**src/rtl/commit_trace_buffer.sv**
```systemverilog
// commit_trace_buffer: captures CPU commit records into a FIFO and drains them
// to a debug host over a valid/ready stream. Also keeps retired-instruction and
// cycle counters, raises an almost-full stall request, counts dropped records
// and tracks the halt -> drain -> done sequence.
//
// Optional build macro TRACE_SKIP_NOP_EN: when defined, captured commits whose
// instruction is the canonical NOP (0x00000013) are counted but not stored.
module commit_trace_buffer #(
    parameter int unsigned DEPTH  = 16,
    parameter int unsigned ADDR_W = 4
) (
    input  logic                clk,
    input  logic                rst,
    input  logic                global_en,
    input  logic                commit,
    input  logic [31:0]         commit_pc,
    input  logic [31:0]         commit_instr,
    input  logic                commit_halt,
    input  logic                commit_reg_we,
    input  logic [4:0]          commit_reg_wa,
    input  logic [31:0]         commit_reg_wd,
    input  logic                commit_dmem_we,
    input  logic [31:0]         commit_dmem_wa,
    input  logic [31:0]         commit_dmem_wd,
    output logic                trace_valid,
    input  logic                trace_ready,
    output logic [167:0]        trace_data,
    output logic [ADDR_W:0]     trace_count,
    output logic                stall_req,
    output logic                overflow,
    output logic [15:0]         drop_cnt,
    output logic [31:0]         instret,
    output logic [31:0]         cycle_cnt,
    output logic                done
);

    localparam int unsigned REC_W = 168;
    localparam int unsigned CNT_W = ADDR_W + 1;

    typedef enum logic [1:0] {
        ST_RUN   = 2'd0,
        ST_DRAIN = 2'd1,
        ST_DONE  = 2'd2
    } state_t;

    state_t              r_state;
    logic [REC_W-1:0]    r_mem [DEPTH];
    logic [ADDR_W-1:0]   r_wr_ptr;
    logic [ADDR_W-1:0]   r_rd_ptr;
    logic [CNT_W-1:0]    r_count;
    logic                r_overflow;
    logic [15:0]         r_drop_cnt;
    logic [31:0]         r_instret;
    logic [31:0]         r_cycle_cnt;
    logic                r_done;

    logic                w_run;
    logic                w_cap;
    logic                w_skip;
    logic                w_want;
    logic                w_full;
    logic                w_pop;
    logic                w_push;
    logic                w_drop;
    logic [REC_W-1:0]    w_rec;

    // Capture qualification: only while running and enabled
    assign w_run  = (r_state == ST_RUN);
    assign w_cap  = global_en & commit & w_run;

`ifdef TRACE_SKIP_NOP_EN
    localparam logic [31:0] NOP_INSTR = 32'h0000_0013;
    // NOP records are filtered out; a halt record is never filtered
    assign w_skip = (commit_instr == NOP_INSTR) & ~commit_halt;
`else
    assign w_skip = 1'b0;
`endif

    assign w_want = w_cap & ~w_skip;
    assign w_full = (r_count == CNT_W'(DEPTH));
    assign w_pop  = trace_valid & trace_ready;
    // A full FIFO still accepts a record when the head leaves in the same cycle
    assign w_push = w_want & (~w_full | w_pop);
    assign w_drop = w_want & w_full & ~w_pop;

    // Record layout, MSB first: pc, instr, halt, reg_we, reg_wa, reg_wd, dmem_we, dmem_wa, dmem_wd
    assign w_rec = {commit_pc, commit_instr, commit_halt,
                    commit_reg_we, commit_reg_wa, commit_reg_wd,
                    commit_dmem_we, commit_dmem_wa, commit_dmem_wd};

    // Output decode from registered state
    assign trace_count = r_count;
    assign trace_valid = (r_count != CNT_W'(0));
    assign trace_data  = trace_valid ? r_mem[r_rd_ptr] : REC_W'(0);
    assign stall_req   = (r_count >= CNT_W'(DEPTH - 2));
    assign overflow    = r_overflow;
    assign drop_cnt    = r_drop_cnt;
    assign instret     = r_instret;
    assign cycle_cnt   = r_cycle_cnt;
    assign done        = r_done;

    // FIFO storage; contents need no reset since the count gates visibility
    always_ff @(posedge clk) begin
        if (w_push) begin
            r_mem[r_wr_ptr] <= w_rec;
        end
    end

    // FIFO pointers and occupancy
    always_ff @(posedge clk) begin
        if (rst) begin
            r_wr_ptr <= '0;
            r_rd_ptr <= '0;
            r_count  <= '0;
        end else begin
            if (w_push) begin
                r_wr_ptr <= r_wr_ptr + ADDR_W'(1);
            end
            if (w_pop) begin
                r_rd_ptr <= r_rd_ptr + ADDR_W'(1);
            end
            case ({w_push, w_pop})
                2'b10:   r_count <= r_count + CNT_W'(1);
                2'b01:   r_count <= r_count - CNT_W'(1);
                default: r_count <= r_count;
            endcase
        end
    end

    // Drop tracking: sticky flag plus saturating counter
    always_ff @(posedge clk) begin
        if (rst) begin
            r_overflow <= 1'b0;
            r_drop_cnt <= '0;
        end else if (w_drop) begin
            r_overflow <= 1'b1;
            if (r_drop_cnt != 16'hFFFF) begin
                r_drop_cnt <= r_drop_cnt + 16'd1;
            end
        end
    end

    // Retired-instruction and enabled-cycle counters, both wrapping
    always_ff @(posedge clk) begin
        if (rst) begin
            r_instret   <= '0;
            r_cycle_cnt <= '0;
        end else begin
            if (w_cap) begin
                r_instret <= r_instret + 32'd1;
            end
            if (global_en & w_run) begin
                r_cycle_cnt <= r_cycle_cnt + 32'd1;
            end
        end
    end

    // Halt sequencing: RUN -> DRAIN on halt capture, DRAIN -> DONE once empty
    always_ff @(posedge clk) begin
        if (rst) begin
            r_state <= ST_RUN;
            r_done  <= 1'b0;
        end else begin
            case (r_state)
                ST_RUN: begin
                    if (w_cap & commit_halt) begin
                        r_state <= ST_DRAIN;
                    end
                end
                ST_DRAIN: begin
                    if (r_count == CNT_W'(0)) begin
                        r_state <= ST_DONE;
                        r_done  <= 1'b1;
                    end
                end
                ST_DONE: begin
                    r_done <= 1'b1;
                end
                default: begin
                    r_state <= ST_RUN;
                    r_done  <= 1'b0;
                end
            endcase
        end
    end

endmodule

```
**config.mk**
```make
export PLATFORM = sky130hd
export DESIGN_NAME = commit_trace_buffer
export DESIGN_NICKNAME = d
export VERILOG_FILES = /design/src/rtl/commit_trace_buffer.sv
export SDC_FILE = /design/constraint.sdc
export NUM_CORES = 2
export LEC_CHECK = 0
export CORE_ASPECT_RATIO = 0.7
export CORE_UTILIZATION = 40
export CTS_BUF_LIST = sky130_fd_sc_hd__clkbuf_4 sky130_fd_sc_hd__clkbuf_8
export CTS_CLUSTER_SIZE = 28
export DETAILED_ROUTE_END_ITERATION = 8
export PLACE_DENSITY = 0.67
export SLEW_MARGIN = 25
export SYNTH_ARGS = -nofsm -noshare
export SYNTH_HDL_FRONTEND = slang
export SYNTH_SLANG_ARGS = --single-unit
```
**constraint.sdc**
```tcl
create_clock -name clk -period 18.5 [get_ports clk]
set_input_delay 3.7 -clock clk [delete_from_list [all_inputs] [get_ports clk]]
set_output_delay 3.7 -clock clk [all_outputs]
set_load 0.02 [all_outputs]
```
# Word level (Yosys, flattened, before mapping)
# Memory sizes are Yosys's and may differ from the RTL's. A register that Yosys moved wholly into a read port is not among the register bits.
# Index checks and enable logic that the tools add are counted.
# word_totals
rom_bits,0
ram_bits,2688
latch_bits,0
memories,1
wordCells,57
output_inout_bits,257
inputBits,173
regBits,97
# memory_table
memory,depth,width,rd,rd_ports_with_merged_regs,wr,line,text
r_mem,16,168,1,1,1,47,logic [REC_W-1:0] r_mem [DEPTH];
# op_classes
muxes,11
n_eq_ne,8
order_cmp,1
add_sub_neg,7
shift,0
n_reduce_logical,7
multipliers,0
n_bitwise,13
n_div,0
# op_table
op,n
2-to-1 mux 168 bit,1
adder 32 x 1 -> 32 bit (second input constant),2
adder 16 x 1 -> 16 bit (second input constant),1
!= test 16 bit (second input constant),1
one-hot mux 5 bit (2 select lines),1
adder 4 x 1 -> 4 bit (second input constant),2
AND 1 bit,8
2-to-1 mux 4 bit,2
one-hot mux 2 bit (3 select lines),1
adder 5 x 1 -> 5 bit (second input constant),1
== test 5 bit (second input constant),1
>= comparator 5 x 4 -> 1 bit (second input constant),1
logical NOT 5 bit,1
nonzero test 5 bit,1
subtractor 5 x 1 -> 5 bit (second input constant),1
== test 2 x 1 -> 1 bit (second input constant),2
== test 2 bit (second input constant),2
2-to-1 mux 2 bit,2
inverter 1 bit,4
AND reduction 2 bit,2
2-to-1 mux 1 bit,3
one-hot mux 1 bit (3 select lines),1
AND reduction 3 bit,1
logical NOT 2 bit,1
other kinds (4),4

# Longest topological paths before layout
# logic_depth
depth_word,6
mapped_depth,13
depth_no_buf,11

# Worst setup path before layout
# No wires, ideal clock.
# synth_path
path_type,input -> register
from,input global_en
to,memory r_mem[3][0] (enable)
stages,4
slack_ns,1.801
arrival_ns,15.799
n_path_buf,0
setup_time_ns,0.901
cell_sequence,nand3_1 a21oi_1 nand2_1 nor3_1
# synth_via
elab_chain_len,5
# synth_rtl
element,line,text
start: declaration,14,"input logic global_en,"
AND 1 bit (2 in series),69,assign w_cap = global_en & commit & w_run;
AND 1 bit,83,assign w_push = w_want & (~w_full | w_pop);
2-to-1 mux 1 bit,104,if (w_push) begin
2-to-1 mux 1 bit (implied by the code),105,r_mem[r_wr_ptr] <= w_rec;
end: declaration,47,
# Every way passes these cells.

==> reports/results.tsv <==
metric	value	unit
post-route ant nets	0	
I/O pin count	430	
die area	267000	µm²
# H-tree levels	5	
fraction of registers with async set/reset	0	%
Crit path top cell by count	buf_4	
Clock Latency Late Sink	0.99	ns
VDD IR-drop max	111	µV
adder-cell area share of the yosys netlist	0.165	%
MaxCap Viol Count	0	
# Post-CTS Setup Buffers	0	
Mapped Area	106000	µm²
outcome	complete, no violations	
CP max FO	106	
Crit Path Class	register to output port	
CTS tree	built	
vias in the first global route	52902	
Ys Warns	0	
most frequent cell after synthesis	edfxtp_1	
Initial Util	40.4	%
largest net degree at the start of global routing	125	
die height	433	µm
static leakage	36.5	nW
fin crit share	52.5	%
EDFF count, synth	2688	
wire per inst	27.1	µm
CP Cell Sequence	buf_4, buf_4, buf_12, mux4_2, mux2i_1, o22ai_1, clkdlybuf4s50_1	
Period minus WS final	9.71	ns
Clock Tree Buf Depth	4	
core area	263000	µm²
unrepaired setup endpoints after global routing	false	
Top FF cell, synth	edfxtp_1	
first-pass GRT wire length	362000	µm
Least-Margin Pin Slew	1.20	ns
post-synth top area share	76.1	%
dpl cells	8431	
# setup viols final	0	
PwrDens	126	nW/µm²
via count	50900	
Post-Synth XOR/XNOR Area	0.635	%
Via density	5.53	
Mean Syn Cell Area	22.7	µm²
Seq/Total Area, Yosys	78.0	%
fmax	103	MHz
root buffer cell	clkbuf_8	
antenna violations before repair	25	
Mapped Nets	4853	
Hold-fix buffers, CTS	0	
Final Hold Viols	0	
cell row count	157	
crit end category	output port	
CP delay by family, top	buffers and inverters	
HPWL after DPL	122000	µm
share of layout cells above drive strength 1	25.2	%
Port Buffer Count	429	
Max Transition Viols Final	0	
Required @ worst endpoint	14.80	ns
slew margin rel.	20.2	%
Layout area overhead	15.7	%
Routed Wire Length	250000	µm
DRT Pass-1 Iters	5	
Iter 0 DRT Violations	4859	
setup TNS	0	ns
Num CTS Buffers	417	
Cell Count, Final, Fillers Out	9197	
slowest cell delay on critical path	0.88	ns
Compound-Gate Fraction of Synth Area	1.24	%
Final GP Congestion	0.753	
# resized after CTS	0	
synth unique cells	54	
mux cell area share after synthesis	17.5	%
Synth Area in Simple Gates	1.42	%
Post-route DRC	0	
slowest library cell on the worst path	dfxtp_4	
TritonCTS Sinks	2789	
worst hold path type	register to register	
Crit path arrival time	6.01	ns
top post-synthesis cells by area	edfxtp_1, mux4_2, mux2i_1	
GRT Residual Overflow	0	
main combinational cell family by area after synthesis	multiplexers	
Synth top cells by count	edfxtp_1, mux4_2, mux2i_1	
clock slew at reported path FFs	0.06	ns
cells after synthesis	4666	
crit path buf inv count	4	
CP Launch Type	register	
die width	618	µm
Total GRT Usage	18.4	%
clk_skew	0.0886	ns
Synth Register Bits	2789	
cell taking the most area after synthesis	edfxtp_1	
Final nets	5541	
-- worst min-delay path, cell delays in order, from the launching register on --
cell     delay (ns)
dfxtp_1        0.31
inv_1          0.05
a21oi_1        0.05
-- cells in the final DEF, fill, tap and decap left out, types with 93 or more instances in the layout --
| cell | Yosys | layout |
|---|---|---|
| edfxtp_1 | 2688 | 2688 |
| mux4_2 | 672 | 672 |
| clkdlybuf4s50_1 | 0 | 428 |
| clkbuf_8 | 0 | 426 |
| mux2i_1 | 342 | 342 |
| o22ai_1 | 168 | 168 |
| clkbuf_4 | 0 | 124 |
| clkinv_1 | 0 | 121 |
| dfxtp_1 | 101 | 98 |
| nor2_1 | 105 | 93 |
-- state kept, by name, indices dropped and copies added (netlist names), named ones only --
name / cells
done: 1
drop_cnt: 16
r_wr_ptr: 4
r_rd_ptr: 4
instret: 32
trace_count: 5
r_state: 2
cycle_cnt: 32
overflow: 1
r_mem: 2688
-- layer usage --
metal,global-route usage [%],vias up,wire [µm]
met5,0,-,129
met4,5.00,20,5200
met3,3.45,381,17000
met2,29.7,1864,121000
met1,25.7,27429,106000
li1,-,21206,-
-- path summary, 6_finish.rpt --
check                                 from              end  slack, ns  cells after the start
worst max-delay path              register  trace_data[156]       8.79                      7
worst min-delay path              overflow         overflow       0.45                      2
worst max register to register  r_state[0]   r_mem[11][145]      13.31                      8
worst min register to register    overflow         overflow       0.45                      2
-- stage by stage --
| stage | power [mW] | utilization (%) | hold WS [ns] | worst slack (ns) | cell area, µm² |
|---|---|---|---|---|---|
| 4_1_cts | 15.7 | 46.7 | 0.453 | 8.30 | 123000 |
| 6_report | 15.5 | 46.8 | 0.452 | 8.79 | 123000 |
| 2_1_floorplan | 9.44 | - | 0.485 | 1.80 | 106000 |
| 3_5_place_dp | 10.8 | 43.7 | 0.444 | 9.45 | 115000 |
| 5_1_grt | 16.1 | 46.8 | 0.497 | 8.14 | 123000 |
| 3_3_place_gp | 10.8 | 43.7 | 0.439 | 9.48 | 115000 |
-- logic make-up (layout without fill, tap and decap cells) --
logic type | Yosys count | count (layout)
flip-flops | 2789 | 2789
multiplexers | 1014 | 1014
AND/OR/NAND/NOR | 291 | 291
buffers and inverters | 270 | 1293
AO/OA/AOI/OAI | 211 | 211
XOR/XNOR | 77 | 77
adder cells (fa/ha/maj) | 14 | 14
other | 0 | 10
-- area by class of cell --
cell class	count	area (µm²)
multi-input cells	1607	22400
repair buffers	521	5230
diodes	10	25.0
flip-flops and latches	2789	82800
fillers	21338	140000
clock buffers	550	6790
well taps	3498	4380
inverters	18	67.6
clock inverters	204	1200
-- report_power, final --
group / total [mW] / internal [mW] / leakage (nW) / switching, mW
registers: 7.12 / 7.05 / 25.0 / 0.0641
logic: 3.49 / 1.58 / 7.30 / 1.91
clock network: 4.87 / 2.51 / 4.20 / 2.35
total: 15.5 / 11.1 / 36.5 / 4.33
Note: power is estimated with default switching activity, not from simulation.
